**src/rtl/io_pkg.sv**
```systemverilog
// Shared definitions for the CPU-bus I/O responder: register map,
// STATUS bit positions and the address decoder.
package io_pkg;

  localparam logic [15:0] ADDR_DATA   = 16'h0000;
  localparam logic [15:0] ADDR_STATUS = 16'h0001;

  localparam int ST_TX_FULL    = 0;
  localparam int ST_TX_EMPTY   = 1;
  localparam int ST_RX_AVAIL   = 2;
  localparam int ST_TX_OVERRUN = 3;

  typedef enum logic [1:0] {
    SEL_NONE,
    SEL_DATA,
    SEL_STATUS
  } sel_e;

  function automatic sel_e decode(input logic [15:0] addr);
    if (addr == ADDR_DATA)        return SEL_DATA;
    else if (addr == ADDR_STATUS) return SEL_STATUS;
    else                          return SEL_NONE;
  endfunction

endpackage

```
**src/rtl/io_fifo.sv**
```systemverilog
// Synchronous FIFO with first-word-fall-through output. Works for any
// DEPTH >= 1 (DEPTH = 1 behaves as a single holding register).
// A push into a full FIFO is accepted only when a pop happens on the same edge.
module io_fifo #(
  parameter int WIDTH = 8,
  parameter int DEPTH = 4
) (
  input  logic             clk,
  input  logic             reset_bar,
  input  logic             push,
  input  logic             pop,
  input  logic [WIDTH-1:0] din,
  output logic [WIDTH-1:0] dout,
  output logic             full,
  output logic             empty
);

  localparam int AW = (DEPTH > 1) ? $clog2(DEPTH) : 1;
  localparam int CW = $clog2(DEPTH + 1);

  logic [WIDTH-1:0] mem [DEPTH];
  logic [AW-1:0]    rd_ptr, wr_ptr;
  logic [CW-1:0]    count;
  logic             do_push, do_pop;

  function automatic logic [AW-1:0] next_ptr(input logic [AW-1:0] p);
    return (p == AW'(DEPTH - 1)) ? '0 : p + 1'b1;
  endfunction

  assign full    = (count == CW'(DEPTH));
  assign empty   = (count == '0);
  assign do_pop  = pop && !empty;
  assign do_push = push && (!full || do_pop);
  // Empty reads as zero so the head never shows stale storage.
  assign dout    = empty ? '0 : mem[rd_ptr];

  // Pointer and occupancy bookkeeping.
  always_ff @(posedge clk or negedge reset_bar) begin
    // NOTE: sequential state uses non-blocking (<=) so every flop samples pre-edge values.
    if (!reset_bar) begin
      rd_ptr <= '0;
      wr_ptr <= '0;
      count  <= '0;
    end else begin
      if (do_push) wr_ptr <= next_ptr(wr_ptr);
      if (do_pop)  rd_ptr <= next_ptr(rd_ptr);
      case ({do_push, do_pop})
        2'b10:   count <= count + 1'b1;
        2'b01:   count <= count - 1'b1;
        default: count <= count;
      endcase
    end
  end

  // Storage array write port.
  always_ff @(posedge clk) begin
    // NOTE: storage is deliberately not reset; empty-gating of dout hides its contents.
    if (do_push) mem[wr_ptr] <= din;
  end

endmodule

```
**src/rtl/io_responder.sv**
```systemverilog
// CPU-bus I/O responder: address register, DATA/STATUS registers, TX byte
// FIFO toward the peripheral and RX byte buffer from it.
// Define IO_RESPONDER_RX_FIFO_EN to build RX as an RX_DEPTH-entry FIFO;
// otherwise RX is a single holding register.
module io_responder
  import io_pkg::*;
#(
  parameter int TX_DEPTH = 4,
  parameter int RX_DEPTH = 4
) (
  input  logic        clk,
  input  logic        reset_bar,
  input  logic [15:0] bus_in,
  output logic [15:0] bus_out,
  output logic        bus_oe,
  input  logic        MI,
  input  logic        DI,
  input  logic        DO,
  output logic [7:0]  tx_data,
  output logic        tx_valid,
  input  logic        tx_ready,
  input  logic [7:0]  rx_data,
  input  logic        rx_valid,
  output logic        rx_ready
);

`ifdef IO_RESPONDER_RX_FIFO_EN
  localparam bit RX_FIFO_EN = 1'b1;
`else
  localparam bit RX_FIFO_EN = 1'b0;
`endif
  localparam int RX_FIFO_DEPTH = RX_FIFO_EN ? RX_DEPTH : 1;

  logic [15:0] addr;
  logic        tx_overrun;
  logic        ready_en;
  sel_e        sel;
  logic        rd, tx_push, tx_pop, rx_push, rx_pop, st_wr;
  logic        tx_full, tx_empty, rx_full, rx_empty;
  logic [7:0]  rx_head;
  logic [15:0] rd_word;

  // DI/DO act on the address held before this edge, even when MI loads a new one.
  assign sel      = decode(addr);
  assign rd       = reset_bar && DO && !DI;
  assign tx_push  = DI && (sel == SEL_DATA);
  assign st_wr    = DI && (sel == SEL_STATUS);
  assign tx_pop   = tx_valid && tx_ready;
  assign rx_pop   = rd && (sel == SEL_DATA) && !rx_empty;
  assign rx_push  = rx_valid && rx_ready;

  assign tx_valid = !tx_empty;
  // Ready is held low until the first edge after reset releases.
  assign rx_ready = ready_en && !rx_full;
  assign bus_oe   = rd;
  assign bus_out  = rd ? rd_word : 16'h0000;

  // Address register, overrun flag and post-reset ready enable.
  always_ff @(posedge clk or negedge reset_bar) begin
    if (!reset_bar) begin
      addr       <= 16'h0000;
      tx_overrun <= 1'b0;
      ready_en   <= 1'b0;
    end else begin
      ready_en <= 1'b1;
      if (MI) addr <= bus_in;
      if (tx_push && tx_full && !tx_pop)   tx_overrun <= 1'b1;
      else if (st_wr && bus_in[ST_TX_OVERRUN]) tx_overrun <= 1'b0;
    end
  end

  // Read-data mux for the currently addressed register.
  always_comb begin
    // NOTE: default first so every path assigns rd_word and no latch is inferred.
    rd_word = 16'h0000;
    case (sel)
      SEL_DATA:   rd_word = {8'h00, rx_head};
      SEL_STATUS: begin
        rd_word[ST_TX_FULL]    = tx_full;
        rd_word[ST_TX_EMPTY]   = tx_empty;
        rd_word[ST_RX_AVAIL]   = !rx_empty;
        rd_word[ST_TX_OVERRUN] = tx_overrun;
      end
      default:    rd_word = 16'h0000;
    endcase
  end

  io_fifo #(.WIDTH(8), .DEPTH(TX_DEPTH)) u_tx_fifo (
    .clk       (clk),
    .reset_bar (reset_bar),
    .push      (tx_push),
    .pop       (tx_pop),
    .din       (bus_in[7:0]),
    .dout      (tx_data),
    .full      (tx_full),
    .empty     (tx_empty)
  );

  io_fifo #(.WIDTH(8), .DEPTH(RX_FIFO_DEPTH)) u_rx_fifo (
    .clk       (clk),
    .reset_bar (reset_bar),
    .push      (rx_push),
    .pop       (rx_pop),
    .din       (rx_data),
    .dout      (rx_head),
    .full      (rx_full),
    .empty     (rx_empty)
  );

endmodule

```
**config.mk**
```make
export PLATFORM = sky130hd
export DESIGN_NAME = io_responder
export DESIGN_NICKNAME = d
export VERILOG_FILES = /design/src/rtl/io_pkg.sv /design/src/rtl/io_fifo.sv /design/src/rtl/io_responder.sv
export SDC_FILE = /design/constraint.sdc
export NUM_CORES = 1
export LEC_CHECK = 0
export ABC_AREA = 1
export CAP_MARGIN = 5
export CORE_ASPECT_RATIO = 1.1
export CORE_UTILIZATION = 53
export CTS_BUF_LIST = sky130_fd_sc_hd__clkbuf_4 sky130_fd_sc_hd__clkbuf_8
export DETAILED_ROUTE_END_ITERATION = 10
export MAX_ROUTING_LAYER = met4
export PLACE_DENSITY = 0.85
export REMOVE_ABC_BUFFERS = 1
export SLEW_MARGIN = 20
export SYNTH_ARGS = -nofsm -noshare
export SYNTH_HDL_FRONTEND = slang
export SYNTH_SLANG_ARGS = --single-unit
```
**constraint.sdc**
```tcl
create_clock -name clk -period 2.6 [get_ports clk]
set_clock_uncertainty 0.15 [all_clocks]
set_input_delay 0.52 -clock clk [delete_from_list [all_inputs] [get_ports clk]]
set_output_delay 0.52 -clock clk [all_outputs]
set_load 0.01 [all_outputs]
```
# Word-level counts from Yosys, hierarchy flattened
# Memories as Yosys holds them, arrays and structs flattened.
# Cells that the tools add are included.
[totals]
memories = 2
in_bits = 31
out_inout_bits = 27
mem_bits_ro = 0
regBits = 26
latchBits = 0
ramBits = 40
[memory_table]
columns = ["memory", "words", "word_bits", "read_ports", "rd_ports_with_merged_regs", "wr", "line", "rtl"]
rows = [
  ["u_tx_fifo.mem", 4, 8, 1, 0, 1, "io_fifo.sv:21", "logic [WIDTH-1:0] mem [DEPTH];"],
  ["u_rx_fifo.mem", 1, 8, 1, 0, 1, "io_fifo.sv:21", ""],
]
[classes]
n_div = 0
n_reduce_logical = 28
addsub = 6
n_eq_ne = 10
magnitude_cmp = 0
multipliers = 0
bitwise_logic = 0
n_mux = 17
shift = 0
[op_table]
columns = ["cell", "count"]
rows = [
  ["16-bit by 1-bit == test with 1-bit output, second input constant", 1],
  ["1-bit logical AND", 16],
  ["16-bit zero test", 1],
  ["16-bit two-way mux", 1],
  ["8-bit two-way mux", 2],
  ["2-bit == test, second input constant", 5],
  ["2-bit two-way mux", 4],
  ["4-bit case mux with 2 select lines", 1],
  ["2-bit by 1-bit == test with 1-bit output, second input constant", 3],
  ["1-bit two-way mux", 6],
  ["3-bit case mux with 2 select lines", 1],
  ["2-bit nonzero test", 3],
  ["1-bit zero test", 5],
  ["2-bit by 1-bit adder with 2-bit output, second input constant", 2],
  ["4-bit two-way mux", 1],
  ["3-bit by 1-bit adder with 3-bit output, second input constant", 1],
  ["3-bit == test, second input constant", 1],
  ["3-bit zero test", 1],
  ["3-bit by 1-bit subtractor with 3-bit output, second input constant", 1],
  ["1-bit logical OR", 2],
  ["1-bit case mux with 2 select lines", 1],
  ["1-bit adder, second input constant", 1],
  ["1-bit subtractor, second input constant", 1],
]

# Longest topological paths before layout
# Gate-level depths: netlist of run 1.
[depth]
ltp_word = 11
mapped_depth = 10
depth_no_buf = 10

# Hierarchy
# From an unflattened synthesis of run 1, not the netlist that was laid out.
[hier_totals]
cells_unflattened = 323
area_unflattened_um2 = 3220.6
[modules_own_cells]
columns = ["module", "cells_each", "n_inst", "seq_area_each_um2", "area_each_um2"]
rows = [
  ["io_fifo at u_tx_fifo", 187, 1, 1136.1, 1839.3],
  ["io_responder", 105, 1, 450.4, 1019.7],
  ["io_fifo at u_rx_fifo", 31, 1, 265.3, 361.6],
]

# Least setup slack after synthesis of run 1
# No wires, ideal clock.
[synth_timing]
path_type = "in2reg"
startpoint = "input port tx_ready"
endpoint = "register u_tx_fifo.count[2]"
slack_ps = 464
stages = 9
arrival_time_ps = 1855
required_ps = 2319
path_cell_list = "inv_1 > nand4_1 > nand4_2 > ha_1 > inv_1 > fa_1 > a21oi_1 > o21ai_0 > xor2_1"
[synth_via]
elab_chain_len = 6
word_cells_on_any_way = 8
cone_classes = "eq/ne: 2; mux: 1; reduce/logical: 5"
[synth_lines]
columns = ["item", "line", "rtl"]
rows = [
  ["start: declaration", "io_responder.sv:21", "input logic tx_ready,"],
  ["1-bit logical AND *", "io_responder.sv:48", "assign tx_pop = tx_valid && tx_ready;"],
  ["1-bit logical AND *", "io_fifo.sv:32", "assign do_pop = pop && !empty;"],
  ["1-bit logical OR", "io_fifo.sv:33", "assign do_push = push && (!full || do_pop);"],
  ["1-bit logical AND", "io_fifo.sv:33", ""],
  ["2-bit by 1-bit == test with 1-bit output or 2-bit == test (tied branches)", "io_fifo.sv:47", "case ({do_push, do_pop})"],
  ["3-bit case mux with 2 select lines or 2-bit nonzero test (tied branches)", "n/a", ""],
  ["end signal: assignment", "io_fifo.sv:48", "2'b10: count <= count + 1'b1;"],
  ["end signal: assignment", "io_fifo.sv:49", "2'b01: count <= count - 1'b1;"],
  ["end signal: assignment", "io_fifo.sv:50", "default: count <= count;"],
  ["end: declaration", "io_fifo.sv:23", "logic [CW-1:0] count;"],
]
# Mark *: on every way between the ends. The rest lies on a longest branch, timed or not.
# A chain may end at the register's enable or synchronous reset.

# Worst setup path after layout of run 1
[layout_timing]
startpoint = "input port DI"
endpoint = "output port bus_out[4]"
[layout_via]
elab_chain_len = 3
[layout_lines]
columns = ["item", "line", "rtl"]
rows = [
  ["start: declaration", "io_responder.sv:17", "input logic DI,"],
  ["1-bit zero test", "io_responder.sv:45", "assign rd = reset_bar && DO && !DI;"],
  ["1-bit logical AND", "io_responder.sv:45", ""],
  ["16-bit two-way mux", "io_responder.sv:56", "assign bus_out = rd ? rd_word : 16'h0000;"],
  ["end: declaration", "io_responder.sv:14", "output logic [15:0] bus_out,"],
]
# Every way passes these cells.

==> run_results.csv, run 1 <==
group,metric,value,unit
status,status,"finished, final reports clean",
clock_tree,h-tree-depth,3,
timing,final_hold_viol_count,0,
global_route,antenna_found_initial,0,
floorplanning,design.die.area,0.00588,mm^2
finish,finalInstanceArea,0.00384,mm^2
detailed_routing,wl_per_cell,14.4,um
logic_synthesis,synth_adder_area_share,0.0321,
timing,fmax,0.405,GHz
logic_synthesis,yosysSeqAreaShare,0.626,
setup_path,worstPathArrival,1.80,ns
finish,layout_common_cells,"nor2_1 (48), edfxtp_1 (40), clkdlybuf4s50_1 (31)",
setup_path,cp-start-kind,"input port",
timing,min_period_over_period,0.949,
floorplanning,start_util,0.548,
placement,place_area,0.00359,mm^2
global_route,grt.overflow.total,0,
logic_synthesis,ys_types,28,
logic_synthesis,synth-compound-area-share,0.0525,
logic_synthesis,synthCells,260,
clock_tree,clock_path_buffers,2,
setup_path,cp_max_fo,5,
setup_path,crit_chain,"clkdlybuf4s50_1, inv_2, nand3_4, nor2_8, nand2_4, nor2_2, dlygate4sd2_1",
setup_path,critical_path.top_delay_family,"buffers and inverters",
global_route,grt_pass1_wl,9950,um
finish,fin_nets,371,
timing,rsz0062_at_grt,"false",
clock_tree,cts.sinks,66,
floorplanning,io_pins,58,
placement,gp_congestion,0.778,
worst_hold_path,hold_path_class,"input port to asynchronous set/reset pin",
logic_synthesis,synth_seq_cells,66,
setup_path,crit_required,1.93,ns
setup_path,crit_buf_inv,3,
detailed_routing,drtPass1Iterations,4,
logic_synthesis,synth-simple-area-share,0.159,
floorplanning,placementRows,28,
global_route,grt.total_usage,0.243,
logic_synthesis,synth_top_family_by_area,"simple AND/OR/NAND/NOR gates",
placement,place_hpwl,4220,um
timing,setup_viol,0,
detailed_routing,drc,0,
power,power,2.99,mW
clock_tree,cts_tree,"built",
finish,mostFrequentLayoutCell,"nor2_1",
global_route,grt_max_degree,27,
floorplanning,dieHeight,80.4,um
finish,diodes,0,
detailed_routing,drt_iter0_markers,157,
setup_path,worst-setup-path-type,"input port to output port",
detailed_routing,vias_per_cell,5.03,
placement,port_buffers,49,
timing,slew_viol_final,0,
logic_synthesis,ys_warn_count,0,
clock_tree,cts-root-buf,"clkbuf_8",
clock_tree,numCtsBuffers,9,
finish,area_growth,29.9,%
floorplanning,die_w,73.2,um
logic_synthesis,synth_xor_xnor_area_share,0.00592,
placement,pre_cts_ws,-0.204,ns
global_route,grt_pass1_vias,2105,
finish,utilization,0.712,
setup_path,worst_path_largest_cell_delay,0.43,ns
logic_synthesis,synth_area,0.00296,mm^2
power,p_leak,1.72,nW
logic_synthesis,synth_mux_area_frac,0.0571,
detailed_routing,drt.antenna.violating_nets,0,
setup_path,worstSetupEndpointType,"output port",
finish,final_layout_size_suffix_gt1_frac,0.213,
floorplanning,core,0.00540,mm^2
timing,fin_crit,2.47,ns
setup_path,cp_slowest_cell,"clkdlybuf4s50_1",
detailed_routing,vias,2078,
logic_synthesis,synth.avg_cell_area,11.4,um^2
power,peakVddDrop,0.551,mV
run,maxCapViolCount,0,
detailed_routing,wirelength,5930,um
clock_tree,clk_latency,0.33,ns
clock_tree,clk_pin_slew,0.07,ns
power,power_density,778,mW/mm^2
timing,layout_setup_ws,0.133,ns
[power breakdown]
group | leakage (nW) | internal, mW | switching (mW) | total [mW]
clock | 0.0939 | 0.430 | 0.366 | 0.796
sequential | 0.668 | 1.19 | 0.0940 | 1.28
combinational | 0.959 | 0.437 | 0.474 | 0.911
total | 1.72 | 2.06 | 0.933 | 2.99
[cells by family after synthesis]
kind of cell	after synthesis
compound gates	31
xor+xnor	2
fa+ha+maj	7
buf+inv	40
flops	66
mux	15
other cells	2
simple gates	97
[final timing paths]
check	from	end	slack, ns	cells past startpoint
max	DI	bus_out[4]	0.13	7
min	reset_bar	u_tx_fifo.count[2]	0.27	2
max reg2reg	u_tx_fifo.count[0]	u_tx_fifo.count[2]	0.46	9
min reg2reg	addr[9]	addr[9]	0.36	1
max in group asynchronous	reset_bar	u_tx_fifo.rd_ptr[1]	1.77	2
min in group clk	addr[9]	addr[9]	0.36	1
[synthesized netlist by cell type]
master,n,area [um^2]
conb_1,2,7.51
nand3_2,1,10.0
clkbuf_2,1,5.00
nand4_2,1,12.5
nor2_2,6,37.5
inv_2,2,7.51
nor3_1,2,10.0
nor2_8,2,40.0
nand4_1,6,37.5
xnor2_1,1,8.76
fa_1,1,20.0
clkbuf_1,1,3.75
nand2_4,2,22.5
xor2_1,1,8.76
nand2_1,20,75.1
nor2_1,49,184
inv_1,22,82.6
nand3_1,7,35.0
ha_1,6,75.1
o21ai_1,9,45.0
buf_2,5,25.0
dfrtp_1,26,651
buf_4,9,67.6
a21oi_1,9,45.0
nand2_2,1,6.26
o21ai_0,13,65.1
edfxtp_1,40,1200
mux2_2,15,169
[worst register-to-register path: stages, from the launching register on]
cell,delay (ns)
dfrtp_1,0.43
inv_1,0.12
nand4_1,0.17
nand4_2,0.15
ha_1,0.15
inv_1,0.07
fa_1,0.37
a21oi_1,0.14
o21ai_0,0.11
xor2_1,0.15
[final cells by class]
| cell class | instances | area [um^2] |
|---|---|---|
| fillers | 388 | 1550 |
| clock inverters | 7 | 60.1 |
| well taps | 75 | 93.8 |
| inverters | 24 | 95.1 |
| multi-input cells | 161 | 961 |
| flip-flops and latches | 66 | 1850 |
| repair buffers | 71 | 656 |
| clock buffers | 9 | 124 |
[routing by layer]
metal | part of all wire | vias up | track usage
met4 | 0.020 | 0 | 0.125
met2 | 0.56 | 71 | 0.425
met3 | 0.048 | 10 | 0.0376
met1 | 0.38 | 997 | 0.266
met5 | 0 | - | -
li1 | - | 1000 | -
[per-stage QoR]
step / hold slack (ns) / TNS [ns] / cells
floorplan: 0.0744 / 0 / 251
global placement: 0.333 / -1.39 / 392
detailed placement: 0.347 / -1.58 / 392
CTS: 0.295 / 0 / 412
global route: 0.306 / 0 / 413
finish: 0.267 / 0 / 413
[timing repair]
item,in CTS,in global routing
setup endpoints to repair,17,9
pin swaps,2,0
hold buffers,0,0
gates resized for setup,19,9
buffers inserted,4,1
gates cloned,0,0
endpoints found under the hold margin,0,0
[flip-flops by register name, summed over array words and instances, names as in the netlist]
signal / count
u_tx_fifo.mem: 32
addr: 16
u_rx_fifo.mem: 8
u_tx_fifo.count: 3
u_tx_fifo.rd_ptr: 2
u_tx_fifo.wr_ptr: 2
ready_en: 1
tx_overrun: 1
u_rx_fifo.full: 1
Power figures use the tool's default switching activity.
==> run 2: changes to the inputs <==
--- a/config.mk
+++ b/config.mk
@@ -7,12 +7,14 @@
 export LEC_CHECK = 0
 export ABC_AREA = 1
 export CAP_MARGIN = 5
+export CELL_PAD_IN_SITES_DETAIL_PLACEMENT = 1
+export CELL_PAD_IN_SITES_GLOBAL_PLACEMENT = 2
 export CORE_ASPECT_RATIO = 1.1
-export CORE_UTILIZATION = 53
+export CORE_UTILIZATION = 34
 export CTS_BUF_LIST = sky130_fd_sc_hd__clkbuf_4 sky130_fd_sc_hd__clkbuf_8
 export DETAILED_ROUTE_END_ITERATION = 10
 export MAX_ROUTING_LAYER = met4
-export PLACE_DENSITY = 0.85
+export PLACE_DENSITY = 0.84
 export REMOVE_ABC_BUFFERS = 1
 export SLEW_MARGIN = 20
 export SYNTH_ARGS = -nofsm -noshare
==> run_results.csv, run 2 (same netlist as run 1, synthesis figures left out) <==
group,metric,value,unit
status,status,"finished, final reports clean",
setup_path,cp.depth,8,
finish,layout.cells.non_filler,445,
floorplanning,core,0.00841,mm^2
setup_path,critical_path.top_delay_family,"simple AND/OR/NAND/NOR gates",
finish,top_register,"u_tx_fifo.mem",
worst_hold_path,hold_path_class,"input port to asynchronous set/reset pin",
detailed_routing,drtPass1Iterations,3,
setup_path,crit_required,1.93,ns
power,comb_power_share,0.298,
global_route,met2_usage,0.270,
clock_tree,clock_path_buffers,2,
floorplanning,io_pins,58,
global_route,grt_pass1_wl,10800,um
setup_path,crit_top_cell,"nand2_4",
detailed_routing,wirelength,6450,um
finish,largest_registers,"u_tx_fifo.mem (32), addr (16), u_rx_fifo.mem (8)",
timing,slew_viol_final,0,
clock_tree,cts.sinks,66,
run,maxCapViolCount,0,
global_route,met3_usage,0.0364,
timing,fmax,0.404,GHz
power,power_density,802,mW/mm^2
power,switchingPower,0.968,mW
detailed_routing,vias_per_cell,4.63,
finish,layout_common_cells,"nor2_1 (48), edfxtp_1 (40), clkdlybuf4s50_1 (31)",
floorplanning,design.die.area,0.00908,mm^2
global_route,grt_pass1_vias,2168,
power,p_seq_frac,0.401,
placement,port_buffers,49,
setup_path,worstPathArrival,1.81,ns
floorplanning,dieHeight,99.8,um
global_route,busiest_layer,"met2",
timing,fin_crit,2.48,ns
floorplanning,start_util,0.352,
finish,largest_reg_flops,32,
timing,rsz0062_at_grt,"false",
finish,final_layout_size_suffix_gt1_frac,0.204,
power,swShare,0.309,
clock_tree,clk_pin_slew,0.07,ns
clock_tree,h-tree-depth,3,
global_route,grt.overflow.total,0,
detailed_routing,wl_per_cell,14.5,um
detailed_routing,vias,2062,
finish,fillers,937,
finish,fin_nets,367,
power,internal_power,2.16,mW
setup_path,crit_chain,"nor2_1, nand2_1, nor2_4, nand2_4, nor2_8, nand2_4, nor2_2, dlygate4sd2_1",
floorplanning,die_w,90.9,um
placement,place_hpwl,4550,um
clock_tree,clk_latency,0.34,ns
timing,fin_hold_ws,0.254,ns
clock_tree,numCtsBuffers,9,
finish,utilization,0.465,
setup_path,worst-setup-path-type,"register to output port",
detailed_routing,drt.antenna.violating_nets,0,
finish,diodes,0,
setup_path,worstRegToRegCells,9,
clock_tree,cts_tree,"built",
global_route,grtUsageMet1,0.195,
timing,final_hold_viol_count,0,
timing,setup_viol,0,
finish,area_growth,32.1,%
detailed_routing,drc,0,
finish,mostFrequentLayoutCell,"nor2_1",
setup_path,cp_max_fo,5,
clock_tree,ctsHoldBuffers,0,
setup_path,cp_slowest_cell,"dfrtp_1",
floorplanning,placementRows,35,
placement,gp_congestion,0.771,
setup_path,crit_buf_inv,1,
power,p_leak,1.74,nW
power,peakVddDrop,0.301,mV
global_route,antenna_found_initial,0,
setup_path,cp-start-kind,"register",
timing,min_period_over_period,0.953,
timing,layout_setup_ws,0.123,ns
global_route,grt_max_degree,27,
global_route,grt.total_usage,0.164,
placement,pre_cts_ws,-0.179,ns
clock_tree,cts-root-buf,"clkbuf_8",
detailed_routing,drt_iter0_markers,89,
setup_path,worst_path_largest_cell_delay,0.39,ns
placement,placed_cells,428,
power,pwr-share-clk,0.301,
setup_path,worstSetupEndpointType,"output port",
## run 2: cell types whose count changed in the layout (fill, tap and decap cells not counted), moves of 2 or more
cell	before	now
inv_4	0	2
dlygate4sd2_1	12	9
dfrtp_2	2	0
clkinv_2	3	1
dlymetal6s2s_1	6	9
dfrtp_1	24	26
buf_4	22	17
## run 2: path summary, 6_finish.rpt
check / from / endpoint / slack (ns)
max in group asynchronous: reset_bar / addr[3] / 1.78
min in group clk: addr[14] / addr[14] / 0.36
max reg2reg: u_tx_fifo.count[0] / u_tx_fifo.count[2] / 0.36
min: reset_bar / u_tx_fifo.count[2] / 0.25
max: addr[3] / bus_out[4] / 0.12
min reg2reg: addr[14] / addr[14] / 0.36
## run 2: final cells by class
cell class / count / area [um^2] / share of cell area
Sequential cell: 66 / 1850 / 0.474
Clock buffer: 9 / 124 / 0.0317
Clock inverter: 7 / 92.6 / 0.0237
Inverter: 24 / 95.1 / 0.0243
Tap cell: 111 / 139 / 0.0356
Multi-Input combinational cell: 161 / 963 / 0.247
Timing Repair Buffer: 67 / 641 / 0.164
## run 2: per-stage QoR
stage / TNS (ns) / instance area [um^2] / power [mW]
final: 0 / 3910 / 3.13
after global routing: 0 / 3910 / 3.34
after CTS: 0 / 3870 / 3.19
after detailed placement: -1.40 / 3640 / 2.23
after global placement: -1.28 / 3640 / 2.20
after floorplan: 0 / 2880 / 1.73
## run 2: worst reg2reg max path, stage by stage (launching register included)
cell and delay (ns):
dfrtp_1 0.43, nor3_2 0.08, buf_4 0.19, nor2_1 0.18, ha_1 0.17, inv_1 0.06
fa_1 0.39, a21oi_1 0.17, o21ai_0 0.14, xor2_1 0.16
## run 2: per-layer routing
metal  up-vias  routed length (um)
met5         -                   0
met4         0                  85
met3         8                 299
met2        60                3220
met1      1004                2850
li1        990                   -
## run 2: power by group through the flow
stage	logic, mW	clock network [mW]	registers [mW]
6_report	0.934	0.942	1.26
5_1_grt	1.05	1.02	1.27
4_1_cts	0.974	0.966	1.25
3_5_place_dp	0.960	0	1.27
3_3_place_gp	0.931	0	1.27
2_1_floorplan	0.447	0	1.29
## run 2: what timing repair did
item	4_1_cts	5_1_grt
pin swaps	2	1
resized for setup	15	13
buffers inserted	1	0
endpoints found under the setup margin	18	8
==> RTL edit 1 (config.mk and constraints of run 1) <==
Set the parameter `TX_DEPTH` to 8 (it was 4).
--- a/src/rtl/io_responder.sv
+++ b/src/rtl/io_responder.sv
@@ -6,5 +6,5 @@
   import io_pkg::*;
 #(
-  parameter int TX_DEPTH = 4,
+  parameter int TX_DEPTH = 8,
   parameter int RX_DEPTH = 4
 ) (
Function: changed (Yosys sat finds a counterexample within 10 cycles, from zero or initial values and one cycle with reset_bar low).
==> RTL edit 1 against run 1 <==
The flow now finishes with violations (setup timing); maximum frequency shrank 6.1%; utilization shrank 2.2 points; sequential share of layout area grew 3.6 points; total power grew 56%; sequential cell count grew 35; combinational power grew 82%; cell area grew 45%; wire length grew 61%; worst setup slack lost 0.16 ns; area after synthesis grew 52%.
==> RTL edit 1: results (changes against run 1) <==
route:
  wl_met1_um: 3720  # was 2240 um
  via_per_inst: 5.36  # was 5.03
  wl_per_cell_um: 15.4  # was 14.4 um
  wl_met2_um: 5010  # was 3300 um
  drtIter0Drc: 229  # was 157
  top_layer: "met4"  # unchanged
  drt_pass1_iterations: 5  # was 4
  wl_met3_um: 574  # was 282 um
  drc: 0  # unchanged
synth:
  synthTopCellsByArea: "edfxtp_1, dfrtp_1, nor2_1"  # unchanged
  synth-async-reset-ratio_pct: 28.7  # was 39.4%
  netlist-cell-type-count: 32  # was 28
  synthXorXnorAreaFrac_pct: 0.195  # was 0.592%
  synth-edff-count: 72  # was 40
  synth_fa_ha_area_share_pct: 1.95  # was 3.21%
  synth_compound_area_share_pct: 7.99  # was 5.25%
  yosys-top-cells-count: "nor2_1, edfxtp_1, o21ai_0"  # was nor2_1, edfxtp_1, dfrtp_1
  synthMuxAreaShare_pct: 2.25  # was 5.71%
  ys_seq_area_share_pct: 64.2  # was 62.6%
cells_and_area:
  fillers: 561  # was 388
  drive_above_1_share_pct: 19.4  # was 21.3%
  final_nets: 543  # was 371
  top_regs: "u_tx_fifo.mem: 64 flops, addr: 16 flops, u_rx_fifo.mem: 8 flops"  # was u_tx_fifo.mem: 32 flops, addr: 16 flops, u_rx_fifo.mem: 8 flops
critical_path:
  ff2ff_setup_slack_ns: 0.08  # was 0.46 ns
  worstReg2RegEnd: "u_tx_fifo.count[2]$_DFFE_PN0P_"  # unchanged
  ff2ff_path_depth: 15  # was 9
  crit_arrival_ns: 1.96  # was 1.80 ns
  crit_path_max_fanout: 12  # was 5
  cp-startpoint: "u_tx_fifo.rd_ptr[0]$_DFFE_PN0P_"  # was DI
global_route:
  gr-usage-all-layers_pct: 23.1  # was 24.3%
  grt_pass1_vias: 3274  # was 2,105
  grt_max_degree: 35  # was 27
  gr-usage-met1_pct: 26.5  # was 26.6%
  grt_use_met2_pct: 41.0  # was 42.5%
  grt_pass1_wl_um: 15300  # was 9950 um
  grt_use_met3_pct: 2.70  # was 3.76%
sta:
  layout_setup_ws_ns: -0.0262  # was 0.133 ns
  setup_violations: 1  # was 0
  finalSetupTns_ns: -0.0262  # was 0 ns
power:
  leakage_uw: 0.00234  # was 0.00172 uW
  p_int_uw: 3100  # was 2060 uW
  clock_power_share_pct: 23.4  # was 26.6%
  vdd_drop_max_v: 0.000509  # was 0.000551 V
run_status:
  violations: "setup timing"
  status: "finished with violations"  # was finished, final reports clean
placed_design:
  dp_hpwl_um: 6300  # was 4220 um
  gp_congestion: 0.818  # was 0.778
clocking:
  path_clk_slew_ns: 0.10  # was 0.07 ns
  clk_latency_ns: 0.36  # was 0.33 ns
==> RTL edit 1: area by class of cell <==
type	count	share of cell area (%)
Clock buffer	9	2.22
Clock inverter	7	1.77
Inverter	33	2.27
Multi-Input combinational cell	270	24.9
Sequential cell	101	51.8
Tap cell	108	2.42
Timing Repair Buffer	90	14.6
==> RTL edit 1: stage by stage <==
stage | hold WS [ns] | cells | setup WS (ns) | area (um^2) | utilization [%]
after floorplan | 0.0744 | 404 | 0.349 | 4380 | -
after global placement | 0.340 | 592 | -0.111 | 5250 | 64.9
after detailed placement | 0.349 | 592 | -0.212 | 5250 | 64.9
after CTS | 0.370 | 609 | -0.114 | 5490 | 67.9
after global routing | 0.153 | 618 | -0.107 | 5580 | 69.0
final | 0.103 | 618 | -0.0262 | 5580 | 69.0
==> RTL edit 1: power groups by stage <==
stage               Clock (uW)  Combinational, uW  Sequential [uW]
floorplan                    0                763             2000
global placement             0               1470             1930
detailed placement           0               1530             1930
CTS                       1100               1530             1910
global route              1160               1860             1930
finish                    1100               1660             1920
==> RTL edit 1: repair_timing <==
action,CTS,global route
setup buffers,1,9
pin swaps,1,5
hold endpoints to repair,0,0
setup endpoints to repair,18,17
resized for setup,21,29
==> RTL edit 1: worst max path at each step <==
stage / end / slack, ns / cells past startpoint
after floorplan: tx_data[0] / 0.35 / 5
after global placement: bus_out[4] / -0.11 / 7
after detailed placement: bus_out[3] / -0.21 / 7
after CTS: tx_data[5] / -0.11 / 7
after global routing: tx_data[3] / -0.11 / 7
final: tx_data[3] / -0.03 / 7
==> RTL edit 1: worst max-delay path, stage by stage, from the launching register on <==
cell,delay (ns)
dfrtp_2,0.46
buf_4,0.15
buf_6,0.13
o21ai_0,0.24
o21ai_1,0.09
o21ai_0,0.16
nor2_1,0.08
dlygate4sd2_1,0.28
==> RTL edit 2 (flow settings as in run 1) <==
Without the edit above. Make the reset (`reset_bar`) synchronous in 2 clocked blocks.
--- a/src/rtl/io_fifo.sv
+++ b/src/rtl/io_fifo.sv
@@ -36,5 +36,5 @@
 
   // Pointer and occupancy bookkeeping.
-  always_ff @(posedge clk or negedge reset_bar) begin
+  always_ff @(posedge clk) begin
     // NOTE: sequential state uses non-blocking (<=) so every flop samples pre-edge values.
     if (!reset_bar) begin
--- a/src/rtl/io_responder.sv
+++ b/src/rtl/io_responder.sv
@@ -57,5 +57,5 @@
 
   // Address register, overrun flag and post-reset ready enable.
-  always_ff @(posedge clk or negedge reset_bar) begin
+  always_ff @(posedge clk) begin
     if (!reset_bar) begin
       addr       <= 16'h0000;
Check against the original RTL: differs if reset_bar is asserted again (counterexample within 4 cycles, from zero or initial values and one cycle with reset_bar low); with reset_bar held inactive, the same outputs for 10 cycles.
==> RTL edit 2 against run 1 <==
Wire length up 3.4%; cell area down 1.2%; non-clock buffer count down 6; sequential cell count up 2; worst setup slack worse by 0.054 ns; area after synthesis about the same; sequential share of layout area down 1.9 points; hold slack better by 0.066 ns.
Power is not compared: it rests on default switching activity, and its combinational part moved more than twofold at a synthesized area within 25%.
==> RTL edit 2: results (changes against run 1) <==
synth:
  synth_compound_area_share_pct: 10.5  # was 5.25%
  synth-async-reset-ratio_pct: 0  # was 39.4%
  netlist-cell-type-count: 32  # was 28
  synthMuxAreaShare_pct: 0  # was 5.71%
  synth_fa_ha_area_share_pct: 3.22  # was 3.21%
  synthTopCellsByArea: "edfxtp_1, dfxtp_1, nor2_1"  # was edfxtp_1, dfrtp_1, nor2_1
run_status:
  status: "finished, final reports clean"  # unchanged
placed_design:
  post-place-cells: 427  # was 392
  dp_hpwl_um: 4230  # was 4220 um
  dpl_cell_area_mm2: 0.00357  # was 0.00359 mm^2
  gp_congestion: 0.733  # was 0.778
  place_ws_ns: -0.291  # was -0.204 ns
global_route:
  grt_pass1_vias: 2343  # was 2,105
  gr-usage-met1_pct: 27.3  # was 26.6%
  grt_use_met3_pct: 6.15  # was 3.76%
  gr-usage-all-layers_pct: 24.6  # was 24.3%
  grt_use_met2_pct: 41.8  # was 42.5%
  grt_max_degree: 25  # was 27
power:
  power_uw: 2240
min_path:
  hp-class: "flop to flop"  # was input pin to asynchronous set/reset pin
cells_and_area:
  fillers: 400  # was 388
  syn_to_final_growth_pct: 28.5  # was 29.9%
  drive_above_1_share_pct: 16.5  # was 21.3%
route:
  wl_met1_um: 2490  # was 2240 um
  vias: 2237  # was 2,078
  wl_met3_um: 332  # was 282 um
  via_per_inst: 5.03  # about the same
clocking:
  postCtsSetupBuffers: 1  # was 4
  clk_latency_ns: 0.35  # was 0.33 ns
critical_path:
  crit_arrival_ns: 1.85  # was 1.80 ns
  ff2ff_path_depth: 10  # was 9
==> RTL edit 2: changes by cell type after synthesis, sizes merged, moves of 3 or more <==
cell   delta
nor2     +33
dfxtp    +28
dfrtp    -26
o21ai    +18
mux2     -15
nand2     -8
a21oi     +7
inv       +6
nand4     -3
==> RTL edit 2: final cells by class <==
class	count	share of cell area (%)
flip-flops and latches	68	46.4
multi-input cells	190	26.9
repair buffers	65	15.8
clock buffers	9	3.26
inverters	31	3.13
well taps	75	2.47
clock inverters	7	2.01
==> RTL edit 2: path summary, 6_finish.rpt <==
path                                                      start                              end  slack [ns]
worst min register to register             addr[1]$_SDFFE_PN0P_             addr[1]$_SDFFE_PN0P_        0.33
worst min-delay path                       addr[1]$_SDFFE_PN0P_             addr[1]$_SDFFE_PN0P_        0.33
worst max-delay path                                         DI                       bus_out[6]        0.08
worst max register to register  u_tx_fifo.count[1]$_SDFFE_PN0P_  u_tx_fifo.count[2]$_SDFFE_PN0P_        0.45
